===== src/rtl/mips_pkg.sv =====
// Shared definitions for the instruction fetch slice.
// Holds the fetch FSM state enum, the instruction width and the default PC parameters.
package mips_pkg;

    localparam int INSTR_W = 32;

    localparam logic [31:0] RESET_PC_DEF = 32'h0000_0000;
    localparam logic [31:0] PC_STEP_DEF  = 32'd4;

    typedef enum logic [1:0] {
        ST_IDLE = 2'd0,
        ST_RUN  = 2'd1,
        ST_HALT = 2'd2
    } fetch_state_t;

endpackage


===== src/rtl/ifetch_out_reg.sv =====
// IF/ID output register: a valid/ready holding stage with a flush input.
// Ports: clk, rst_n, flush, load, ready, d_instr, d_pc -> valid, instr, pc.
module ifetch_out_reg
    import mips_pkg::*;
(
    input  logic               clk,
    input  logic               rst_n,
    input  logic               flush,
    input  logic               load,
    input  logic               ready,
    input  logic [INSTR_W-1:0] d_instr,
    input  logic [31:0]        d_pc,
    output logic               valid,
    output logic [INSTR_W-1:0] instr,
    output logic [31:0]        pc
);

    // Payload only changes on load, so a stalled entry is never overwritten.
    always_ff @(posedge clk or negedge rst_n) begin
        if (!rst_n) begin
            valid <= 1'b0;
            instr <= '0;
            pc    <= '0;
        end else if (flush) begin
            valid <= 1'b0;
        end else if (load) begin
            valid <= 1'b1;
            instr <= d_instr;
            pc    <= d_pc;
        end else if (ready) begin
            valid <= 1'b0;
        end
    end

endmodule


===== src/rtl/ifetch.sv =====
// Instruction fetch stage: PC register, IDLE/RUN/HALT control, zero-latency imem port.
// Ports: start/halt/redirect control in, imem_addr/imem_cmd, out_valid/out_ready handshake, status out.
module ifetch
    import mips_pkg::*;
#(
    parameter logic [31:0] RESET_PC = RESET_PC_DEF,
    parameter logic [31:0] PC_STEP  = PC_STEP_DEF
) (
    input  logic        clk,
    input  logic        rst_n,
    input  logic        start,
    input  logic        halt,
    input  logic        redirect_valid,
    input  logic [31:0] redirect_pc,
    output logic [31:0] imem_addr,
    input  logic [31:0] imem_cmd,
    output logic        out_valid,
    input  logic        out_ready,
    output logic [31:0] instr,
    output logic [31:0] instr_pc,
    output logic [31:0] fetch_count,
    output logic        misalign_err,
    output logic [1:0]  state_o
);

    fetch_state_t state, state_nx;
    logic [31:0]  pc;
    logic         fire;

    always_ff @(posedge clk or negedge rst_n) begin
        if (!rst_n) begin
            state <= ST_IDLE;
        end else begin
            state <= state_nx;
        end
    end

    // A redirect freezes the state; halt beats start.
    always_comb begin
        state_nx = state;
        fire     = 1'b0;
        if (!redirect_valid) begin
            unique case (state)
                ST_IDLE, ST_HALT: begin
                    if (start && !halt) begin
                        state_nx = ST_RUN;
                    end
                end
                ST_RUN: begin
                    if (halt) begin
                        state_nx = ST_HALT;
                    end else if (!out_valid || out_ready) begin
                        fire = 1'b1;
                    end
                end
                default: state_nx = ST_IDLE;
            endcase
        end
    end

    always_ff @(posedge clk or negedge rst_n) begin
        if (!rst_n) begin
            pc <= RESET_PC;
        end else if (redirect_valid) begin
            pc <= {redirect_pc[31:2], 2'b00};
        end else if (fire) begin
            pc <= pc + PC_STEP;
        end
    end

    always_ff @(posedge clk or negedge rst_n) begin
        if (!rst_n) begin
            misalign_err <= 1'b0;
        end else if (redirect_valid && (redirect_pc[1:0] != 2'b00)) begin
            misalign_err <= 1'b1;
        end
    end

    // Counts every handshake, even one that is flushed in the same cycle.
    always_ff @(posedge clk or negedge rst_n) begin
        if (!rst_n) begin
            fetch_count <= '0;
        end else if (out_valid && out_ready) begin
            fetch_count <= fetch_count + 32'd1;
        end
    end

    ifetch_out_reg u_out (
        .clk     (clk),
        .rst_n   (rst_n),
        .flush   (redirect_valid),
        .load    (fire),
        .ready   (out_ready),
        .d_instr (imem_cmd),
        .d_pc    (pc),
        .valid   (out_valid),
        .instr   (instr),
        .pc      (instr_pc)
    );

    assign imem_addr = pc;
    assign state_o   = state;

endmodule


===== config.mk =====
export PLATFORM = sky130hd
export DESIGN_NAME = ifetch
export DESIGN_NICKNAME = d
export VERILOG_FILES = /design/src/rtl/mips_pkg.sv /design/src/rtl/ifetch_out_reg.sv /design/src/rtl/ifetch.sv
export SDC_FILE = /design/constraint.sdc
export NUM_CORES = 1
export LEC_CHECK = 0
export CAP_MARGIN = 20
export CORE_MARGIN = 2
export CORE_UTILIZATION = 40
export DETAILED_ROUTE_END_ITERATION = 8
export GPL_ROUTABILITY_DRIVEN = 0
export MAX_ROUTING_LAYER = met4
export PLACE_DENSITY = 0.79
export SLEW_MARGIN = 5
export SYNTH_ARGS = -nofsm -noshare
export SYNTH_HDL_FRONTEND = slang
export SYNTH_SLANG_ARGS = --single-unit

===== constraint.sdc =====
create_clock -name clk -period 3.41 [get_ports clk]
set_clock_uncertainty 0.2 [all_clocks]
set_input_delay 1.023 -clock clk [delete_from_list [all_inputs] [get_ports clk]]
set_output_delay 1.023 -clock clk [all_outputs]
set_load 0.02 [all_outputs]

After elaboration in Yosys (flattened, before gate mapping)
Cells that the tools add are included.
{"block": "op_classes", "n_eq_ne": 4, "multipliers": 0, "add_sub_neg": 2, "order_cmp": 0, "bitwise_logic": 1, "div_mod_pow": 0, "shifts": 0, "n_mux": 12, "reduce_logical": 13}
{"operator": "two-way mux 32 bit", "count": 2}
{"operator": "adder 32 x 1 -> 32 bit (second input constant)", "count": 1}
{"operator": "adder 32 x 3 -> 32 bit (second input constant)", "count": 1}
{"operator": "two-way mux 1 bit", "count": 7}
{"operator": "two-way mux 2 bit", "count": 2}
{"operator": "!= test 2 bit (second input constant)", "count": 2}
{"operator": "case mux 2 bit (2 select lines)", "count": 1}
{"operator": "nonzero test 2 bit", "count": 2}
{"operator": "logical AND 1 bit", "count": 3}
{"operator": "AND reduction 3 bit", "count": 1}
{"operator": "nonzero test 3 bit", "count": 1}
{"operator": "equality test 2 x 1 -> 1 bit (second input constant)", "count": 1}
{"operator": "equality test 2 bit (second input constant)", "count": 1}
{"operator": "zero test 1 bit", "count": 2}
{"operator": "zero test 2 bit", "count": 1}
{"operator": "AND reduction 2 bit", "count": 1}
{"operator": "OR reduction 2 bit", "count": 1}
{"operator": "logical OR 1 bit", "count": 1}
{"operator": "NOT 1 bit", "count": 1}
{"block": "totals", "n_memories": 0, "latch_bits": 0, "romBits": 0, "reg_bits": 132, "wordCells": 39, "ram_bits": 0}

Logic depth before layout (Yosys ltp)
{"block": "depth", "ltp_word": 8, "depth_mapped": 6, "ltp_nobuf": 6}

By module
Synthesis repeated with hierarchy kept, for this count alone.
{"block": "hier_totals", "cells_unflattened": 506, "area_unflattened_um2": 6213.5}
{"module": "ifetch", "area_per_inst_um2": 3472.1, "cells_each": 366, "n_inst": 1, "seq_area_each_um2": 1626.6}
{"module": "ifetch_out_reg", "area_per_inst_um2": 2741.4, "cells_each": 140, "n_inst": 1, "seq_area_each_um2": 1626.6}

Least setup slack after synthesis
Ideal clock, no wire load.
{"block": "synth_path", "path_kind": "input to register", "from": "in halt", "to": "reg u_out.pc[23]", "setup_ns": 0.125, "required_ns": 3.085, "slack_ns": 0.848, "n_path_buf": 1, "stages": 5, "t_arrival_ns": 2.237, "cell_sequence": "nor3b_4 > nand2_1 > nor2_4 > buf_6 > mux2_2"}
{"block": "synth_between", "elab_chain_len": 4}
{"item": "from (decl)", "line": "ifetch.sv:12", "rtl": "input logic halt,"}
{"item": "two-way mux 1 bit", "line": "ifetch.sv:50", "rtl": "if (halt) begin"}
{"item": "two-way mux 1 bit", "line": "ifetch.sv:43", "rtl": "unique case (state)"}
{"item": "two-way mux 1 bit", "line": "ifetch.sv:42", "rtl": "if (!redirect_valid) begin"}
{"item": "AND reduction 2 bit (no source line)"}
{"item": "to (signal assigned)", "line": "ifetch_out_reg.sv:29", "rtl": "pc <= d_pc;"}
{"item": "to (decl)", "line": "ifetch_out_reg.sv:15", "rtl": "output logic [31:0] pc"}
Every way passes these cells.
A chain may end at the register's enable or synchronous reset.

Worst setup path in the final report
{"block": "layout_path", "from": "in halt", "to": "reg u_out.instr[25]"}
{"block": "layout_between", "elab_chain_len": 4}
{"item": "two-way mux 1 bit", "line": "ifetch.sv:50"}
{"item": "two-way mux 1 bit", "line": "ifetch.sv:43"}
{"item": "two-way mux 1 bit", "line": "ifetch.sv:42"}
{"item": "AND reduction 2 bit (no source line)"}
{"item": "to (signal assigned)", "line": "ifetch_out_reg.sv:28", "rtl": "instr <= d_instr;"}
{"item": "to (decl)", "line": "ifetch_out_reg.sv:14", "rtl": "output logic [INSTR_W-1:0] instr,"}
Every way passes these cells.

==> impl_metrics.toml <==
[outcome]
status = "completed"

[pwr]
p_per_area_mw_per_mm2 = 721
peakVddDrop_v = 0.000547
power.leakage_uw = 0.00350

[sta]
finalSetupTns_ns = 0
setup-violations-final = 0
max_slew_margin = 0.608
finalHoldViolations = 0
rsz0062_at_grt = "no"
final.period_utilization = 0.859
period_minus_slack_ns = 2.93
postLayoutSetupSlackWorst_ns = 0.481
hold_slack_ns = 0.267
fmax_ghz = 0.341
drv_slew = 0
worst_pin_slew_ns = 0.584

[run]
cap_violations = 0

[clock_network]
cts_tree = "yes"
cts_setup_buffers = 0
clock_path_buffers = 2
ctsHtreeMaxLevel = 4
clkSlewWorstSetupHoldPaths_ns = 0.05
clock_latency_ns = 0.41
cts-buffers-inserted = 17
cts_resized = 0
root_buffer = "clkbuf_16"
hold_buffers = 0
clock_sinks = 128

[final_layout]
final_util = 0.608
antenna_cells = 0
drive_above_1_share = 0.166
final_nets = 739
area_delta_synth_final_pct = 48.1

[floorplanning]
dieWidth_um = 124
initial_core_util = 0.411
die_h_um = 124
rows = 43
dieArea_mm2 = 0.0153
num_io_pins = 202
core_mm2 = 0.0139

[synthesis]
synth_async_sr_flop_share = 1.00
synthCells = 460
yosys_warnings = 0
ys_types = 45
yosysSeqAreaShare = 0.559
syn_area_mm2 = 0.00573
synth-seq-cells = 128
avgSynthCellArea_um2 = 12.4
synth_edf_count = 0
synth-main-ff-cell = "dfrtp_1"

[worst_setup_path]
arrival_ns = 3.01
worst_setup_path_start_kind = "primary input"
crit_type = "primary input to flip-flop"
cp-end-kind = "flip-flop"
cp.required_ns = 3.49
critPathMaxFanout = 55

[hold_path]
hp-class = "flip-flop to flip-flop"

[route]
post-route-drc-count = 0
firstDrtPassIters = 4
drt_wl_total_mm = 13.9
vias = 4263
top_layer = "met4"
ant_nets = 0
wire_per_inst_um = 16.2
wl_met1_mm = 5.85
drtIter0Drc = 191
via_per_inst = 4.96
met2_length_mm = 6.79
route.met3.wl_mm = 1.06

[grt]
grt_max_degree = 65
track_usage = 0.192
antenna_found_initial = 0
grt_pass1_wl_mm = 21.9
grt_pass1_vias = 4338
gr-total-overflow = 0

[placed_design]
hpwl_mm = 10.1
portBuffers = 197
pre_cts_ws_ns = 0.0758
[synth_stat cells (all sizes together) (5+ instances only)]
cell,n,area (um2)
clkbuf,7,26.3
buf,13,119
and4,8,70.1
dfrtp,128,3200
o21ai,31,159
nand3,23,133
nor4,9,111
nand2,48,180
and3,9,56.3
inv,5,18.8
nand4,15,121
nor3,8,45.0
xnor2,40,350
mux2,65,732
nor2,7,33.8
xor2,19,166
[stage by stage]
| stage | cells | cell area (um2) | total power (uW) |
|---|---|---|---|
| after floorplan | 463 | 5740 | 3210 |
| after global placement | 828 | 7870 | 4260 |
| after detailed placement | 828 | 7870 | 4340 |
| after CTS | 860 | 8480 | 6190 |
| after global routing | 860 | 8480 | 6400 |
| final | 860 | 8480 | 6110 |
[final timing paths]
kind / cells past startpoint / slack [ns] / startpoint / to
hold reg to reg: 1 / 0.27 / misalign_err$_DFFE_PN0P_ / misalign_err$_DFFE_PN0P_
hold / removal: 1 / 0.27 / misalign_err$_DFFE_PN0P_ / misalign_err$_DFFE_PN0P_
max in group asynchronous: 2 / 1.85 / rst_n / u_out.instr[25]$_DFFE_PN0P_
setup / recovery: 6 / 0.48 / halt / u_out.instr[25]$_DFFE_PN0P_
min in group asynchronous: 1 / 0.40 / rst_n / fetch_count[15]$_DFFE_PN0P_
setup reg to reg: 5 / 1.16 / state_o[0]$_DFFE_PN0P_ / u_out.instr[25]$_DFFE_PN0P_
[sequential cells by signal (all words and copies together), names as in the netlist]
signal        cells
fetch_count      32
u_out.instr      32
imem_addr        30
u_out.pc         30
state_o           2
misalign_err      1
u_out.valid       1
[power by group]
group,total [uW],internal (uW),switching (uW)
Combinational,2060,1110,950
Clock,1820,1210,613
Sequential,2230,1950,281
[cell type report]
type                       count  area, um2
inverter                       5       18.8
fill                        1088       5460
timing repair buffer         205       2050
multi-input combinational    310       2370
sequential                   128       3200
tap                          180        225
clock buffer                  28        537
clock inverter                 4       70.1
[worst max-delay path, stage by stage]
cell	delay (ns)
clkdlybuf4s50_1	0.52
nor3b_4	0.36
nand2_1	0.22
nor2_4	0.16
buf_12	0.26
mux2_2	0.38
[cell usage in the layout, fill, tap and decap left out, types with 5 or more instances in the layout]
| cell | synthesis | layout |
|---|---|---|
| clkdlybuf4s50_1 | 0 | 195 |
| dfrtp_1 | 128 | 128 |
| mux2_2 | 59 | 59 |
| nand2_1 | 48 | 48 |
| xnor2_1 | 40 | 40 |
| o21ai_0 | 24 | 24 |
| nand3_1 | 21 | 21 |
| xor2_1 | 19 | 19 |
| clkbuf_16 | 0 | 17 |
| nand4_1 | 12 | 12 |
| and3_1 | 9 | 9 |
| and4_1 | 8 | 8 |
| nor3_1 | 7 | 7 |
| clkbuf_8 | 0 | 7 |
| mux2_1 | 6 | 6 |
| nor2_1 | 6 | 6 |
| o21ai_1 | 6 | 6 |
| buf_4 | 4 | 6 |
| inv_1 | 5 | 5 |
[logic make-up (layout without fill, tap and decap cells)]
group / count (synthesis) / count (layout) / synth area share
compound gates: 37 / 37 / 0.0347
xor+xnor: 59 / 59 / 0.0903
fa+ha+maj: 2 / 2 / 0.00437
buf+inv: 25 / 242 / 0.0286
flops: 128 / 128 / 0.559
mux: 66 / 66 / 0.130
other cells: 1 / 4 / 0.000655
simple gates: 142 / 142 / 0.152
[metal layers]
| layer | up-vias | GRT usage |
|---|---|---|
| li1 | 2032 | - |
| met1 | 2068 | 0.242 |
| met2 | 146 | 0.299 |
| met3 | 17 | 0.0554 |
| met4 | 0 | 0.0653 |
| met5 | - | - |
Power figures use the tool's default switching activity.
